## config.mk

```make
export PLATFORM = sky130hd
export DESIGN_NAME = fetch_prefetch_q_flat
export DESIGN_NICKNAME = d
export VERILOG_FILES = /design/src/rtl/fetch_prefetch_q_if.sv /design/src/rtl/fetch_prefetch_q.sv /design/src/flat_wrapper.sv
export SDC_FILE = /design/constraint.sdc
export NUM_CORES = 1
export LEC_CHECK = 0
export CORE_UTILIZATION = 43
export CTS_BUF_LIST = sky130_fd_sc_hd__clkbuf_16
export CTS_CLUSTER_SIZE = 25
export DETAILED_ROUTE_END_ITERATION = 8
export GPL_ROUTABILITY_DRIVEN = 0
export GPL_TIMING_DRIVEN = 1
export PLACE_DENSITY = 0.68
export SKIP_LAST_GASP = 1
export SLEW_MARGIN = 20
export SYNTH_ARGS = -nofsm -noshare
export SYNTH_HDL_FRONTEND = slang
export SYNTH_SLANG_ARGS = --single-unit
```

## constraint.sdc

```tcl
create_clock -name clk -period 2.6 [get_ports clk]
set_clock_uncertainty 0.05 [all_clocks]
set_input_delay 0.65 -clock clk [delete_from_list [all_inputs] [get_ports clk]]
set_output_delay 0.65 -clock clk [all_outputs]
set_load 0.005 [all_outputs]
```

## src/rtl/fetch_prefetch_q_if.sv

```systemverilog
// fetch_prefetch_q_if: fetch/consume bus for the prefetch queue; master drives control and im data, slave is the queue
interface fetch_prefetch_q_if #(parameter int DEPTH = 4, parameter int AW = 16, parameter int DW = 32);
  logic                    redirect;
  logic [AW-1:0]           redirect_addr;
  logic [AW-1:0]           im_addr;
  logic [DW-1:0]           im_data;
  logic                    pop;
  logic [DW-1:0]           instr;
  logic [AW-1:0]           instr_pc;
  logic                    valid;
  logic                    full;
  logic [$clog2(DEPTH):0]  count;
  modport master (
    output redirect, redirect_addr, im_data, pop,
    input  im_addr, instr, instr_pc, valid, full, count
  );
  modport slave (
    input  redirect, redirect_addr, im_data, pop,
    output im_addr, instr, instr_pc, valid, full, count
  );
endinterface

```

## src/rtl/fetch_prefetch_q.sv

```systemverilog
// fetch_prefetch_q: instruction prefetch FIFO between imem and IR, redirectable fetch pointer.
// Define PREFETCH_HALT_STOP_EN to stop fetching after an HLT word (im_data[31:28]==4'hF) is queued.
module fetch_prefetch_q #(
  parameter int DEPTH = 4,
  parameter int AW    = 16,
  parameter int DW    = 32
) (
  input logic              clk,
  input logic              rst_f,
  fetch_prefetch_q_if.slave q
);
  localparam int PW = $clog2(DEPTH);
  logic [AW-1:0] fptr;
  logic [PW-1:0] head, tail;
  logic [PW:0]   cnt;
  logic [AW-1:0] pc_mem   [DEPTH];
  logic [DW-1:0] data_mem [DEPTH];
  logic          is_valid, is_full, pop_eff, push, stall;
  assign is_valid = cnt != '0;
  assign is_full  = cnt == (PW+1)'(DEPTH);
  assign pop_eff  = q.pop && is_valid;
  assign push     = !q.redirect && !stall && (!is_full || pop_eff);
`ifdef PREFETCH_HALT_STOP_EN
  logic halted;
  always_ff @(posedge clk or negedge rst_f)
    if (!rst_f) halted <= 1'b0;
    else if (q.redirect) halted <= 1'b0;
    else if (push && q.im_data[DW-1 -: 4] == 4'hF) halted <= 1'b1;
  assign stall = halted;
`else
  assign stall = 1'b0;
`endif
  always_ff @(posedge clk or negedge rst_f)
    if (!rst_f) begin
      fptr <= '0;
      head <= '0;
      tail <= '0;
      cnt  <= '0;
    end else if (q.redirect) begin
      fptr <= q.redirect_addr;
      head <= '0;
      tail <= '0;
      cnt  <= '0;
    end else begin
      if (push) begin
        tail <= tail + PW'(1);
        fptr <= fptr + AW'(1);
      end
      if (pop_eff) head <= head + PW'(1);
      cnt <= cnt + (PW+1)'(push) - (PW+1)'(pop_eff);
    end
  // storage needs no reset: entries are only visible while counted
  always_ff @(posedge clk)
    if (push) begin
      pc_mem[tail]   <= fptr;
      data_mem[tail] <= q.im_data;
    end
  assign q.im_addr  = fptr;
  assign q.valid    = is_valid;
  assign q.full     = is_full;
  assign q.count    = cnt;
  assign q.instr    = is_valid ? data_mem[head] : '0;
  assign q.instr_pc = is_valid ? pc_mem[head] : '0;
endmodule

```

## src/flat_wrapper.sv

```systemverilog
// flat-port wrapper written by rule: the top's interface ports become plain ports
module fetch_prefetch_q_flat 
#(
  parameter int DEPTH = 4,
  parameter int AW    = 16,
  parameter int DW    = 32
)
  (clk, rst_f, q_redirect, q_redirect_addr, q_im_data, q_pop, q_im_addr, q_instr, q_instr_pc, q_valid, q_full, q_count);
  fetch_prefetch_q_if #(.DEPTH(DEPTH), .AW(AW), .DW(DW)) q_i ();
  input logic clk;
  input logic rst_f;
  input wire logic [$bits(q_i.redirect)-1:0] q_redirect;
  input wire logic [$bits(q_i.redirect_addr)-1:0] q_redirect_addr;
  input wire logic [$bits(q_i.im_data)-1:0] q_im_data;
  input wire logic [$bits(q_i.pop)-1:0] q_pop;
  output wire logic [$bits(q_i.im_addr)-1:0] q_im_addr;
  output wire logic [$bits(q_i.instr)-1:0] q_instr;
  output wire logic [$bits(q_i.instr_pc)-1:0] q_instr_pc;
  output wire logic [$bits(q_i.valid)-1:0] q_valid;
  output wire logic [$bits(q_i.full)-1:0] q_full;
  output wire logic [$bits(q_i.count)-1:0] q_count;
  assign q_i.redirect = q_redirect;
  assign q_i.redirect_addr = q_redirect_addr;
  assign q_i.im_data = q_im_data;
  assign q_i.pop = q_pop;
  assign q_im_addr = q_i.im_addr;
  assign q_instr = q_i.instr;
  assign q_instr_pc = q_i.instr_pc;
  assign q_valid = q_i.valid;
  assign q_full = q_i.full;
  assign q_count = q_i.count;
  fetch_prefetch_q #(.DEPTH(DEPTH), .AW(AW), .DW(DW)) u_core (.clk(clk), .rst_f(rst_f), .q(q_i));
endmodule
```

==> results of run 1 <==
[critical path, cell delays in order (launching register included)]
cell and delay, ns:
dfrtp_4 0.50, buf_8 0.16, buf_12 0.14, buf_6 0.11, mux4_2 0.42, and2_4 0.16
buf_6 0.11
[power by group through the flow]
stage / combinational, mW / sequential [mW] / clock, mW
floorplan: 1.61 / 4.48 / 0
global placement: 3.37 / 4.50 / 0
detailed placement: 3.40 / 4.54 / 0
CTS: 4.29 / 4.46 / 2.99
global route: 4.69 / 4.49 / 3.12
finish: 4.38 / 4.45 / 2.91
[per-layer routing]
| layer | up-vias | wire length, um |
|---|---|---|
| li1 | 2116 | - |
| met1 | 2395 | 7470 |
| met2 | 154 | 9170 |
| met3 | 32 | 1100 |
| met4 | 0 | 405 |
| met5 | - | 0 |
[cell type report]
type	count	area (um2)
repair buffers	179	1900
fillers	1507	7990
multi-input cells	205	2250
flip-flops and latches	215	6350
clock buffers	23	576
inverters	7	26.3
well taps	265	332
clock inverters	18	105
[state kept, by name, summed over array words and instances (netlist names)]
| name | count |
|---|---|
| u_core.q.im_addr | 16 |
| u_core.data_mem | 128 |
| u_core.tail | 2 |
| u_core.q.count | 3 |
| u_core.head | 2 |
| u_core.pc_mem | 64 |
[path summary, 6_finish.rpt]
kind / from / endpoint / slack (ns) / depth (start not counted)
worst max-delay path: u_core.head[0] / q_instr[3] / -0.17 / 6
worst min-delay path: u_core.tail[1] / u_core.tail[1] / 0.56 / 2
worst max register to register: u_core.q.count[1] / u_core.q.count[2] / 0.19 / 10
worst min register to register: u_core.tail[1] / u_core.tail[1] / 0.56 / 2
max in group asynchronous: rst_f / u_core.q.im_addr[14] / 1.30 / 2
min in group asynchronous: rst_f / u_core.tail[1] / 0.57 / 1
[placed cells by master (no fill, tap or decap), drive strengths merged, types with 15 or more instances in the layout]
cell type and count:
edfxtp 192, buf 105, clkdlybuf4s50 71, and2 53
mux4 48, clkbuf 24, dfrtp 23, nand2 18
inv 15, o21ai 15
[timing repair]
action,4_1_cts,5_1_grt
gates cloned,3,0
hold buffers,0,0
resized for setup,279,25
setup buffers,27,8
endpoints found under the setup margin,49,48
pin swaps,42,6
[logic make-up (layout without fill, tap and decap cells)]
logic type | count (synthesis) | after routing | share of synthesized area
buffers and inverters | 28 | 227 | 0.0141
DFF | 215 | 215 | 0.738
adders and majority gates | 8 | 8 | 0.0125
muxes | 52 | 52 | 0.130
xor gates and xnor gates | 17 | 17 | 0.0173
AOI/OAI and AO/OA | 17 | 17 | 0.0105
and+or+nand+nor | 111 | 111 | 0.0772
[through the flow]
stage          TNS [ns]  instances  total power [mW]
3_5_place_dp    -0.0263        838              7.93
5_1_grt           -8.07        912              12.3
2_1_floorplan         0        448              6.09
4_1_cts           -6.35        908              11.7
3_3_place_gp          0        838              7.87
6_report          -5.27        912              11.7
==> flow_summary.yaml, run 1 <==
status:
  status: "finished with violations"
  violations: "negative setup slack"
worst_setup_path:
  end_kind: "output pin"
  worstSetupPathType: "flip-flop to output pin"
  critPathArrivalTime_ns: 2.07
  cp-start-kind: "flip-flop"
  cp_max_fo: 6
  cp.required_ns: 1.90
placed_design:
  dpl.hpwl_mm: 10.7
  port-buffer-count: 120
  placed_area_um2: 10300
  place_ws_ns: -0.0263
floorplan:
  fp-row-count: 51
  die_width_um: 143
  dieArea_um2: 20600
  coreArea_um2: 19500
  die_h_um: 143
  start_util: 0.440
  ios: 121
clocking:
  clkTransAtPathRegs_ns: 0.06
  insertion_delay_ns: 0.49
  cts_tree: "done"
  cts.sinks: 215
  clk_path_buf_depth: 3
  root_buffer: "clkbuf_16"
  htree_levels: 1
  cts_buffers: 23
synthesis:
  synth.most_common_cell: "edfxtp_1"
  ys.flop_type: "edfxtp_1"
  netlist_top_cells_count: "192 x edfxtp_1, 53 x and2_1, 48 x mux4_2"
  synth_nets: 508
  synthArstFlopShare: 0.107
  synth_edf_count: 192
  ys_seq_elements: 215
  synth_area_um2: 8590
  syn_inst: 448
  synthTopCellsByArea: "edfxtp_1 67%, mux4_2 13%, dfrtp_1 6.7%"
  synth_warnings: 0
  yosys.area.top_type: "edfxtp_1"
  syn_area_per_cell_um2: 19.2
  synth_top_cell_area_share: 0.671
  synth-seq-area-share: 0.738
  yosysUniqueCellTypes: 34
cells_and_area:
  fin_util: 0.591
  syn2layout_area_growth_pct: 34.2
  drive_gt1_frac: 0.371
  final_cell_area_um2: 11500
  nets: 691
  diodes: 0
sta:
  drv_slew: 0
  final-hold-violation-count: 0
  slew_headroom: 0.474
  rsz0062_at_grt: "yes"
  fin_ws_ns: -0.169
  period_needed_ns: 2.77
  setup_viol: 48
  tightest_slew_ns: 0.787
  fin_crit_sh: 1.07
  fmax_mhz: 361
  hold_slack_ns: 0.560
power_and_ir_drop:
  share_seq_of_total_power: 0.379
  p_leak_nw: 4.09
  pwr-share-clk: 0.248
  power_switching_share: 0.260
  pwr-share-comb: 0.373
  ir_drop_uv: 605
  powerDensity_nw_per_um2: 1020
  intPower_mw: 8.69
  p_switching_mw: 3.06
worst_hold_path:
  hp-class: "flip-flop to flip-flop"
global_routing:
  grt_pass1_wl_mm: 27.4
  met3_usage: 0.0320
  met2_usage: 0.313
  overflow: 0
  grt_max_degree: 42
  grt_busiest_layer: "met2"
  grt_util_all_layers: 0.179
  grt_util_met1: 0.228
  antenna_found_initial: 0
  grt_pass1_vias: 4931
drt:
  firstDrtPassIters: 4
  dr.first_iter.drc_count: 246
  postRouteAntennaNets: 0
  drt_wl_total_mm: 18.1
  num_vias: 4697
  via_per_inst: 5.15
  drcViolationCount: 0
  wire_per_inst_um: 19.9
flow_run:
  cap_violations: 0
Note: power is estimated with default switching activity, not from simulation.
==> run 2, diff against run 1 <==
--- a/config.mk
+++ b/config.mk
@@ -5,13 +5,12 @@
 export SDC_FILE = /design/constraint.sdc
 export NUM_CORES = 1
 export LEC_CHECK = 0
-export CORE_UTILIZATION = 43
+export CORE_UTILIZATION = 40
 export CTS_BUF_LIST = sky130_fd_sc_hd__clkbuf_16
 export CTS_CLUSTER_SIZE = 25
 export DETAILED_ROUTE_END_ITERATION = 8
 export GPL_ROUTABILITY_DRIVEN = 0
 export GPL_TIMING_DRIVEN = 1
-export PLACE_DENSITY = 0.68
 export SKIP_LAST_GASP = 1
 export SLEW_MARGIN = 20
 export SYNTH_ARGS = -nofsm -noshare
==> run 2 against run 1 <==
Against the previous run:
- the run still ends with negative setup slack left
- clock-buffer cell count decreased by 2
- via count decreased by 0.92%
- sequential power about the same
- critical endpoint is now q_instr_pc[9]
- core utilization decreased by 3.6 points
- final area increased by 1.0%
==> flow_summary.yaml, run 2 (same netlist as run 1, synthesis figures left out) <==
sta:
  period_needed_ns: 2.79
  drv_slew: 0
  fin_ws_ns: -0.190
  final-hold-violation-count: 0
  hold_slack_ns: 0.471
  rsz0062_at_grt: "yes"
  fmax_mhz: 358
  fin_crit_sh: 1.07
  slew_headroom: 0.744
  setup_viol: 44
  tightest_slew_ns: 0.384
global_routing:
  grt_busiest_layer: "met2"
  grt_util_met1: 0.236
  grt_pass1_vias: 4894
  met3_usage: 0.0307
  antenna_found_initial: 0
  grt_pass1_wl_mm: 28.2
  overflow: 0
  met2_usage: 0.283
  grt_max_degree: 42
  grt_util_all_layers: 0.170
cells_and_area:
  final_cell_mix: "192 x edfxtp_1, 71 x clkdlybuf4s50_1, 48 x mux4_2"
  top_register: "u_core.data_mem"
  final_cell_area_um2: 11700
  layout_commonest_cell: "edfxtp_1"
  largest_reg_flops: 128
  syn2layout_area_growth_pct: 35.6
  nets: 685
  diodes: 0
  drive_gt1_frac: 0.372
worst_setup_path:
  critPathArrivalTime_ns: 2.09
  worstSetupPathType: "flip-flop to output pin"
  cp_max_fo: 7
  cp.required_ns: 1.90
  end_kind: "output pin"
  cp-start-kind: "flip-flop"
drt:
  wire_per_inst_um: 19.9
  postRouteAntennaNets: 0
  firstDrtPassIters: 4
  num_vias: 4654
  drt_wl_total_mm: 18.2
  via_per_inst: 5.09
  dr.first_iter.drc_count: 293
  drcViolationCount: 0
floorplan:
  die_width_um: 149
  fp-row-count: 53
  die_h_um: 149
  dieArea_um2: 22100
  ios: 121
  start_util: 0.409
  coreArea_um2: 21000
power_and_ir_drop:
  powerDensity_nw_per_um2: 1030
  p_total_mw: 11.9
  p_leak_nw: 4.09
  ir_drop_uv: 491
clocking:
  clk_path_buf_depth: 3
  insertion_delay_ns: 0.49
  cts_tree: "done"
  root_buffer: "clkbuf_16"
  cts.sinks: 215
  htree_levels: 1
  cts_buffers: 21
  holdBufCountCts: 0
  clkTransAtPathRegs_ns: 0.07
worst_hold_path:
  hp-class: "primary input to asynchronous set/reset pin"
placed_design:
  port-buffer-count: 120
  dpl.hpwl_mm: 11.0
  place_ws_ns: 0.0444
  placed_area_um2: 10500
status:
  violations: "negative setup slack"
  status: "finished with violations"
flow_run:
  cap_violations: 0
-- run 2: cell count changes in the layout (fill, tap and decap cells not counted), moves of 3 or more --
cell and delta:
buf_6 -4, inv_1 -7, buf_16 +3, buf_4 -7, buf_12 +7, bufinv_16 +4
-- run 2: critical path, cell delays in order, from the launching register on --
cell     delay [ns]
dfrtp_4        0.53
buf_12         0.15
buf_12         0.13
buf_6          0.12
mux4_2         0.42
and2_4         0.16
buf_6          0.11
-- run 2: area by class of cell --
class,count,area (um2)
fill,1627,9370
sequential,215,6350
multi-input combinational,205,2250
timing repair buffer,175,1970
clock buffer,21,526
tap,275,344
clock inverter,16,198
inverter,7,26.3
-- run 2: stage by stage --
step           instances  utilization  setup TNS (ns)
2_1_floorplan        448            -               0
4_1_cts              913        0.554           -6.42
5_1_grt              914        0.554           -6.86
3_3_place_gp         853        0.499               0
3_5_place_dp         853        0.499               0
6_report             914        0.554           -3.99
-- run 2: layer usage --
layer,part of all wire,up-vias
li1,-,2108
met1,0.45,2399
met2,0.49,130
met3,0.047,17
met4,0.011,0
met5,0,-
-- run 2: worst paths after layout --
check	startpoint	to	depth (start not counted)	slack, ns
max reg2reg	u_core.q.count[0]	u_core.q.count[2]	9	0.29
max in group asynchronous	rst_f	u_core.head[0]	2	1.76
min in group clk	u_core.tail[1]	u_core.tail[1]	2	0.56
min reg2reg	u_core.tail[1]	u_core.tail[1]	2	0.56
min	rst_f	u_core.tail[0]	2	0.47
max	u_core.head[0]	q_instr_pc[9]	6	-0.19
-- run 2: what timing repair did --
action / 4_1_cts / 5_1_grt
gates resized for setup: 275 / 13
buffers inserted: 19 / 3
setup endpoints to repair: 49 / 48
gates cloned: 5 / 0
pin swaps: 24 / 25
-- run 2: report_power, final --
part	total, mW	internal, mW	switching (mW)
sequential	4.46	4.27	0.195
clock	3.16	1.96	1.20
combinational	4.33	2.68	1.65
==> run 3, diff against run 2 <==
--- a/config.mk
+++ b/config.mk
@@ -11,7 +11,6 @@
 export DETAILED_ROUTE_END_ITERATION = 8
 export GPL_ROUTABILITY_DRIVEN = 0
 export GPL_TIMING_DRIVEN = 1
-export SKIP_LAST_GASP = 1
 export SLEW_MARGIN = 20
 export SYNTH_ARGS = -nofsm -noshare
 export SYNTH_HDL_FRONTEND = slang
==> run 3 against run 2 <==
Against the previous run:
- the run still ends with negative setup slack left
- wire length down 0.22%
- first-iteration DRC count shrank 24%
- clock-buffer cell count unchanged
- via count decreased by 0.32%
- largest cell class unchanged
- highest routed layer unchanged
- die area did not move
- combinational power up 2%
- sequential cell count did not move
- critical endpoint unchanged
- register-to-register slack better by 0.02 ns
==> flow_summary.yaml, run 3 (same netlist as run 1, synthesis figures left out) <==
sta:
  fmax_mhz: 359
  fin_crit_sh: 1.07
  tightest_slew_ns: 0.388
  fin_ws_ns: -0.184
  slew_headroom: 0.741
  period_needed_ns: 2.78
  drv_slew: 0
  rsz0062_at_grt: "yes"
  final-hold-violation-count: 0
  hold_slack_ns: 0.469
  setup_viol: 48
  finalSetupTns_ns: -4.01
floorplan:
  dieArea_um2: 22100
  coreArea_um2: 21000
  fp-row-count: 53
  die_h_um: 149
  start_util: 0.409
  ios: 121
  die_width_um: 149
cells_and_area:
  fillers: 1622
  top_register: "u_core.data_mem"
  largest_reg_flops: 128
  layout_commonest_cell: "edfxtp_1"
  instances_no_fill: 914
  final_cell_mix: "192 x edfxtp_1, 71 x clkdlybuf4s50_1, 53 x buf_6"
  fin_util: 0.557
  diodes: 0
  nets: 685
  drive_gt1_frac: 0.374
  final_cell_area_um2: 11700
  syn2layout_area_growth_pct: 36.2
worst_setup_path:
  cp_max_fo: 7
  end_kind: "output pin"
  cp-start-kind: "flip-flop"
  r2r-start: "u_core.q.count[1]"
  worstSetupPathType: "flip-flop to output pin"
  cp.required_ns: 1.90
  critPathArrivalTime_ns: 2.08
  startpoint: "u_core.head[0]"
placed_design:
  place_ws_ns: 0.0444
  dpl.hpwl_mm: 11.0
  port-buffer-count: 120
  placed_area_um2: 10500
  dp_cells: 853
power_and_ir_drop:
  ir_drop_uv: 489
  p_total_mw: 12.1
  p_leak_nw: 4.11
  powerDensity_nw_per_um2: 1030
drt:
  drcViolationCount: 0
  firstDrtPassIters: 4
  wire_per_inst_um: 19.8
  num_vias: 4639
  drt_wl_total_mm: 18.1
  via_per_inst: 5.08
  postRouteAntennaNets: 0
  dr.first_iter.drc_count: 222
clocking:
  clk_path_buf_depth: 3
  root_buffer: "clkbuf_16"
  cts_buffers: 21
  clkTransAtPathRegs_ns: 0.07
  cts_tree: "done"
  cts.sinks: 215
  insertion_delay_ns: 0.49
  holdBufCountCts: 0
  htree_levels: 1
global_routing:
  overflow: 0
  grt_util_all_layers: 0.170
  grt_pass1_vias: 4879
  grt_max_degree: 42
  grt_pass1_wl_mm: 28.2
  antenna_found_initial: 0
worst_hold_path:
  hp-class: "primary input to asynchronous set/reset pin"
flow_run:
  cap_violations: 0
status:
  violations: "negative setup slack"
  status: "finished with violations"
run 3: changes by cell type in the layout (fill, tap and decap cells not counted):
cell and change:
buf_6 +8, buf_2 -6, buf_4 -2, and2_1 -1, and2_4 +1, buf_16 -1, bufbuf_16 +1
run 3: path summary, 6_finish.rpt:
kind / cells past startpoint / endpoint / slack, ns
setup / recovery: 6 / q_instr_pc[9] / -0.18
hold / removal: 2 / u_core.q.im_addr[14] / 0.47
setup reg to reg: 9 / u_core.q.count[2] / 0.31
hold reg to reg: 2 / u_core.tail[1] / 0.56
max in group asynchronous: 2 / u_core.head[0] / 1.76
min in group clk: 2 / u_core.tail[1] / 0.56
run 3: per-layer routing:
layer / vias up / track usage / wire length [um]
li1: 2106 / - / -
met1: 2384 / 0.236 / 8080
met2: 131 / 0.283 / 8990
met3: 18 / 0.0307 / 863
met4: 0 / 0.0340 / 195
met5: - / 0 / 0
run 3: power breakdown:
group	internal (mW)	leakage, nW	switching, mW	total, mW
sequential	4.27	2.04	0.192	4.46
clock	1.96	0.362	1.20	3.16
combinational	2.78	1.70	1.65	4.43
total	9.01	4.11	3.05	12.1
run 3: timing repair:
| item | 4_1_cts | 5_1_grt |
|---|---|---|
| setup buffers | 19 | 3 |
| setup endpoints to repair | 49 | 48 |
| resized for setup | 284 | 15 |
| cloned | 5 | 0 |
| pin swaps | 48 | 1 |
run 3: area by class of cell:
class | instances | area, um2 | area share
Clock buffer | 21 | 526 | 0.0449
Clock inverter | 16 | 198 | 0.0169
Sequential cell | 215 | 6350 | 0.542
Timing Repair Buffer | 175 | 2020 | 0.172
Multi-Input combinational cell | 205 | 2250 | 0.192
Inverter | 7 | 26.3 | 0.00224
Tap cell | 275 | 344 | 0.0294
run 3: critical path: stages, from the launching register on:
cell     delay, ns
dfrtp_4       0.52
buf_12        0.15
buf_12        0.13
buf_6         0.12
mux4_2        0.42
and2_4        0.16
buf_6         0.11
